--- src/rtl/btn_event_if.sv ---
// Button-event bus between the arbiter and its producer/consumer side.
// The slave modport is the arbiter; the master modport drives pulses and ready.
interface btn_event_if #(
  parameter int N_BTN = 4,
  parameter int IDW   = 2,
  parameter int DCW   = 8
);
  logic [N_BTN-1:0] btn_pulse;
  logic             evt_valid;
  logic [IDW-1:0]   evt_id;
  logic             evt_ready;
  logic [N_BTN-1:0] pending;
  logic [DCW-1:0]   drop_cnt;
  logic             clr_drop;

  modport slave (
    input  btn_pulse, evt_ready, clr_drop,
    output evt_valid, evt_id, pending, drop_cnt
  );

  modport master (
    output btn_pulse, evt_ready, clr_drop,
    input  evt_valid, evt_id, pending, drop_cnt
  );
endinterface

--- src/rtl/btn_event_arbiter.sv ---
// Round-robin serializer of per-button one-cycle events onto a valid/ready output,
// holding one pending event per button and counting lost events.

module btn_evt_lane (
  input  logic clk,
  input  logic rst_n,
  input  logic pulse,
  input  logic grant,
  output logic pend,
  output logic drop
);
  // A pulse landing on the granted cycle is a fresh event, not a loss.
  assign drop = pulse & pend & ~grant;

  always_ff @(posedge clk or negedge rst_n) begin
    if (!rst_n) pend <= 1'b0;
    else        pend <= (pend & ~grant) | pulse;
  end
endmodule

module btn_event_arbiter #(
  parameter int N_BTN = 4,
  parameter int IDW   = 2,
  parameter int DCW   = 8
) (
  input  logic        clk,
  input  logic        rst_n,
  btn_event_if.slave  bus
);
  localparam int SW = $clog2(N_BTN + 1);
  localparam logic [0:0] ST_EMPTY = 1'b0;
  localparam logic [0:0] ST_FULL  = 1'b1;

  logic [0:0]       state;
  logic [IDW-1:0]   evt_id;
  logic [IDW-1:0]   last;
  logic [DCW-1:0]   drop_cnt;
  logic [N_BTN-1:0] pend, drop, grant;
  logic             free, found;
  logic [IDW-1:0]   gnt_idx;
  logic [IDW:0]     j;
  logic [SW-1:0]    n_drop;
  logic [DCW+SW-1:0] tot;

  assign bus.evt_valid = (state == ST_FULL);
  assign bus.evt_id    = evt_id;
  assign bus.pending   = pend;
  assign bus.drop_cnt  = drop_cnt;
  assign free          = (state == ST_EMPTY) | bus.evt_ready;

  for (genvar i = 0; i < N_BTN; i++) begin : g_lane
    btn_evt_lane u_lane (
      .clk   (clk),
      .rst_n (rst_n),
      .pulse (bus.btn_pulse[i]),
      .grant (grant[i]),
      .pend  (pend[i]),
      .drop  (drop[i])
    );
  end

  // Search last+1, last+2, ... wrapping at N_BTN; first pending bit wins.
  always_comb begin
    found   = 1'b0;
    gnt_idx = '0;
    j       = '0;
    for (int k = 1; k <= N_BTN; k++) begin
      j = {1'b0, last} + (IDW+1)'(k);
      if (j >= (IDW+1)'(N_BTN)) j = j - (IDW+1)'(N_BTN);
      if (!found && pend[j[IDW-1:0]]) begin
        found   = 1'b1;
        gnt_idx = j[IDW-1:0];
      end
    end
  end

  always_comb begin
    grant = '0;
    if (free && found) grant[gnt_idx] = 1'b1;
  end

  always_comb begin
    n_drop = '0;
    for (int i = 0; i < N_BTN; i++) n_drop = n_drop + SW'(drop[i]);
    tot = (DCW+SW)'(drop_cnt) + (DCW+SW)'(n_drop);
  end

  always_ff @(posedge clk or negedge rst_n) begin
    if (!rst_n) begin
      state  <= ST_EMPTY;
      evt_id <= '0;
      last   <= IDW'(N_BTN - 1);
    end else if (free) begin
      if (found) begin
        state  <= ST_FULL;
        evt_id <= gnt_idx;
        last   <= gnt_idx;
      end else begin
        state  <= ST_EMPTY;
      end
    end
  end

  always_ff @(posedge clk or negedge rst_n) begin
    if (!rst_n)                              drop_cnt <= '0;
    else if (bus.clr_drop)                   drop_cnt <= '0;
    else if (tot > (DCW+SW)'({DCW{1'b1}}))   drop_cnt <= '1;
    else                                     drop_cnt <= tot[DCW-1:0];
  end
endmodule
--- src/flat_wrapper.sv ---
// flat-port wrapper written by rule: the top's interface ports become plain ports
module btn_event_arbiter_flat 
#(
  parameter int N_BTN = 4,
  parameter int IDW   = 2,
  parameter int DCW   = 8
)
  (clk, rst_n, bus_btn_pulse, bus_evt_ready, bus_clr_drop, bus_evt_valid, bus_evt_id, bus_pending, bus_drop_cnt);
  btn_event_if #(.N_BTN(N_BTN), .IDW(IDW), .DCW(DCW)) bus_i ();
  input  logic clk;
  input  logic rst_n;
  input wire logic [$bits(bus_i.btn_pulse)-1:0] bus_btn_pulse;
  input wire logic [$bits(bus_i.evt_ready)-1:0] bus_evt_ready;
  input wire logic [$bits(bus_i.clr_drop)-1:0] bus_clr_drop;
  output wire logic [$bits(bus_i.evt_valid)-1:0] bus_evt_valid;
  output wire logic [$bits(bus_i.evt_id)-1:0] bus_evt_id;
  output wire logic [$bits(bus_i.pending)-1:0] bus_pending;
  output wire logic [$bits(bus_i.drop_cnt)-1:0] bus_drop_cnt;
  assign bus_i.btn_pulse = bus_btn_pulse;
  assign bus_i.evt_ready = bus_evt_ready;
  assign bus_i.clr_drop = bus_clr_drop;
  assign bus_evt_valid = bus_i.evt_valid;
  assign bus_evt_id = bus_i.evt_id;
  assign bus_pending = bus_i.pending;
  assign bus_drop_cnt = bus_i.drop_cnt;
  btn_event_arbiter #(.N_BTN(N_BTN), .IDW(IDW), .DCW(DCW)) u_core (.clk(clk), .rst_n(rst_n), .bus(bus_i));
endmodule
--- config.mk ---
export PLATFORM = sky130hd
export DESIGN_NAME = btn_event_arbiter_flat
export DESIGN_NICKNAME = d
export VERILOG_FILES = /design/src/rtl/btn_event_if.sv /design/src/rtl/btn_event_arbiter.sv /design/src/flat_wrapper.sv
export SDC_FILE = /design/constraint.sdc
export NUM_CORES = 1
export LEC_CHECK = 0
export CAP_MARGIN = 20
export CORE_AREA = 8 8 53 55
export CTS_CLUSTER_SIZE = 28
export DETAILED_ROUTE_END_ITERATION = 10
export DIE_AREA = 0 0 61 63
export PLACE_DENSITY_LB_ADDON = 0.05
export SYNTH_ARGS = -nofsm -noshare
export SYNTH_HDL_FRONTEND = slang
export SYNTH_SLANG_ARGS = --single-unit
--- constraint.sdc ---
create_clock -name clk -period 7.5 [get_ports clk]
set_input_delay 1.125 -clock clk [delete_from_list [all_inputs] [get_ports clk]]
set_output_delay 1.125 -clock clk [all_outputs]
set_load 0.03 [all_outputs]
==> results.json <==
{
  "yosysSeqAreaShare_pct": 42.5,
  "viasPerCell": 5.39,
  "finalSetupViolCount": 0,
  "place_ws_ps": 2750,
  "cp_data_required_time_ps": 7720,
  "grt_pass1_vias": 832,
  "ios": 23,
  "p_int_uw": 274,
  "dieArea_um2": 3840,
  "rsz0062_at_grt": "no",
  "synthDistinctLibCells": 33,
  "outcome": "finished, final reports clean",
  "relSlewSlack_pct": 49.6,
  "grt_pass1_wl_um": 3540,
  "ys_async_sr_fraction_pct": 100,
  "nFillCells": 199,
  "antenna_found_initial": 0,
  "synth_edf_count": 0,
  "tightestPinTransition_ps": 753,
  "grt_use_met3_pct": 3.09,
  "met1_usage_pct": 12.8,
  "endpoint": "u_core.bus.drop_cnt[1]",
  "critPathMaxFanout": 5,
  "clk_pin_slew_worst_paths_ps": 90,
  "clock_sinks": 17,
  "totalWireLength_um": 2090,
  "clk_path_buf_depth": 2,
  "synth_flop_cell": "dfrtp_1",
  "root_buffer": "clkbuf_4",
  "antennaDiodeCount": 0,
  "pwr-share-comb_pct": 57.9,
  "routabilityCongestion": 0.840,
  "criticalPathCategory": "input pin to register",
  "skew_ps": 3.50,
  "max_cap_viol_count": 0,
  "io_buffers": 22,
  "start_kind": "input pin",
  "dieWidth_um": 61,
  "ir_worst_vdd_mv": 0.247,
  "die_h_um": 63,
  "fmax_mhz": 228,
  "startpoint": "bus_evt_ready",
  "drive_gt1_share_pct": 6.50,
  "remaining_drc_errors": 0,
  "syn_nets": 117,
  "grt_max_degree": 18,
  "switchingPower_uw": 211,
  "hp-start": "u_core.bus.evt_id[1]",
  "syn_inst": 102,
  "cp.arrival_ps": 4610,
  "final_nets": 139,
  "pwr-share-clk_pct": 10.0,
  "hold_viol": 0,
  "slew_violations": 0,
  "p_sw_share_pct": 43.5,
  "htreeDepth": 1,
  "antenna_left": 0,
  "finalCriticalPeriod_ps": 4390,
  "p_seq_share_pct": 32.2,
  "post-dp-hpwl_um": 1640,
  "power.leakage_nw": 0.549,
  "r2r_slack_ps": 3590,
  "setup_ws_ps": 3110,
  "worstReg2RegStart": "u_core.g_lane[2].u_lane.pend",
  "r2r_end": "u_core.bus.drop_cnt[1]",
  "hold_class": "register to register",
  "syn_area_um2": 1010,
  "post_cts_resized": 0,
  "finalSetupTns_ps": 0,
  "core_area_um2": 2060,
  "drtIter0Drc": 6,
  "period_share_pct": 58.6,
  "cts_made_buffers": 3,
  "end_kind": "register",
  "avgSynthCellArea_um2": 9.86,
  "clk_latency_ps": 290,
  "cts_setup_buffers": 0,
  "grt_use_total_pct": 12.3,
  "cellPowerDensity_nw_per_um2": 386,
  "num_vias": 814,
  "synth-seq-cells": 17,
  "post_drt_wl_per_cell_um": 13.8,
  "rows": 17,
  "overflow": 0,
  "tritoncts": "done",
  "yosys_warnings": 0,
  "r2r_cells": 13,
  "start_util_pct": 48.8,
  "drt_pass1_iterations": 4,
  "use_met2_pct": 20.6,
  "busiest_layer": "met2",
  "cts_hold_buf": 0,
  "synthToLayoutAreaGrowth_pct": 24.6
}
cells in the mapped netlist (2+ instances only):
cell	instances	area share, %
inv_1	7	2.6
fa_1	2	4.0
a311oi_1	2	1.7
buf_4	4	3.0
nor3_1	2	1.0
a211oi_1	3	2.2
dfrtp_1	15	37
and3_1	2	1.2
o22a_1	2	1.7
o21bai_1	2	1.5
nor2_1	8	3.0
nand2_1	5	1.9
a21o_1	6	4.5
nand4_1	3	1.9
a21oi_1	9	4.5
nand2b_1	6	3.7
nand3_1	2	1.0
dfstp_2	2	5.2
xor2_1	2	1.7
ha_1	5	6.2
power by group through the flow:
stage          sequential (mW)  clock (mW)  combinational (mW)
4_1_cts                  0.156      0.0522               0.285
5_1_grt                  0.162      0.0557               0.313
2_1_floorplan            0.174           0               0.190
3_3_place_gp             0.156           0               0.279
3_5_place_dp             0.158           0               0.283
6_report                 0.156      0.0482               0.280
per-stage QoR:
step | util (%) | area (µm²) | total power [mW] | hold slack [ps] | std cells
floorplan | - | 1010 | 0.364 | 505 | 102
global placement | 59.5 | 1230 | 0.435 | 464 | 147
detailed placement | 59.5 | 1230 | 0.441 | 469 | 147
CTS | 60.8 | 1250 | 0.493 | 492 | 151
global route | 60.8 | 1250 | 0.531 | 514 | 151
finish | 60.8 | 1250 | 0.484 | 486 | 151
metal layers:
layer	wire length, µm	part of all wire [%]
met1	896	43
met2	1080	52
met3	74	3.5
met4	34	1.6
met5	0	0
critical path, stage by stage:
cell	delay, ps
clkdlybuf4s50_1	470
nor2b_1	70
a311oi_1	380
nor2_1	100
ha_1	320
fa_1	400
ha_1	310
inv_1	60
fa_1	410
nand2b_1	180
a21oi_1	290
nand4_1	270
a21oi_1	220
worst min path at each step:
| stage | endpoint | cells past startpoint | slack [ps] |
|---|---|---|---|
| after floorplan | u_core.last[0] | 1 | 510 |
| after global placement | u_core.bus.evt_id[1] | 1 | 460 |
| after detailed placement | u_core.bus.evt_id[1] | 1 | 470 |
| after CTS | u_core.bus.evt_id[1] | 1 | 490 |
| after global routing | u_core.bus.evt_id[1] | 1 | 510 |
| final | u_core.bus.evt_id[1] | 1 | 490 |
area by class of cell:
cell class	count	area (µm²)	share of cell area (%)
Sequential cell	17	428	34.1
Timing Repair Buffer	22	220	17.6
Clock buffer	4	26.3	2.10
Inverter	7	26.3	2.10
Multi-Input combinational cell	73	518	41.3
Tap cell	28	35.0	2.79
state kept, by name, indices dropped and copies added (netlist names):
name / cells
u_core.bus.evt_id: 2
u_core.g_lane.u_lane.pend: 4
u_core.bus.evt_valid: 1
u_core.bus.drop_cnt: 8
u_core.last: 2
cells by family (layout without fill, tap and decap cells):
logic type | count (synthesis) | count (layout) | synth area share (%)
simple gates | 34 | 34 | 17.9
flops | 17 | 17 | 42.5
compound gates | 29 | 29 | 20.8
fa+ha+maj | 7 | 7 | 10.2
xor+xnor | 3 | 3 | 2.61
buf+inv | 12 | 33 | 5.97
cell usage in the layout (no fill, tap or decap), drive strengths merged:
master	count
a211oi	3
a21bo	1
a21o	6
a21oi	9
a311o	1
a311oi	3
a31oi	1
and3	2
and4b	1
clkbuf	4
clkdlybuf4s50	22
dfrtp	15
dfstp	2
fa	2
ha	5
inv	7
nand2	5
nand2b	6
nand3	2
nand4	3
nor2	8
nor2b	1
nor3	2
nor3b	1
nor4	1
o21ai	1
o21bai	2
o22a	2
or2	2
xnor2	1
xor2	2
Note: power is estimated with default switching activity, not from simulation.
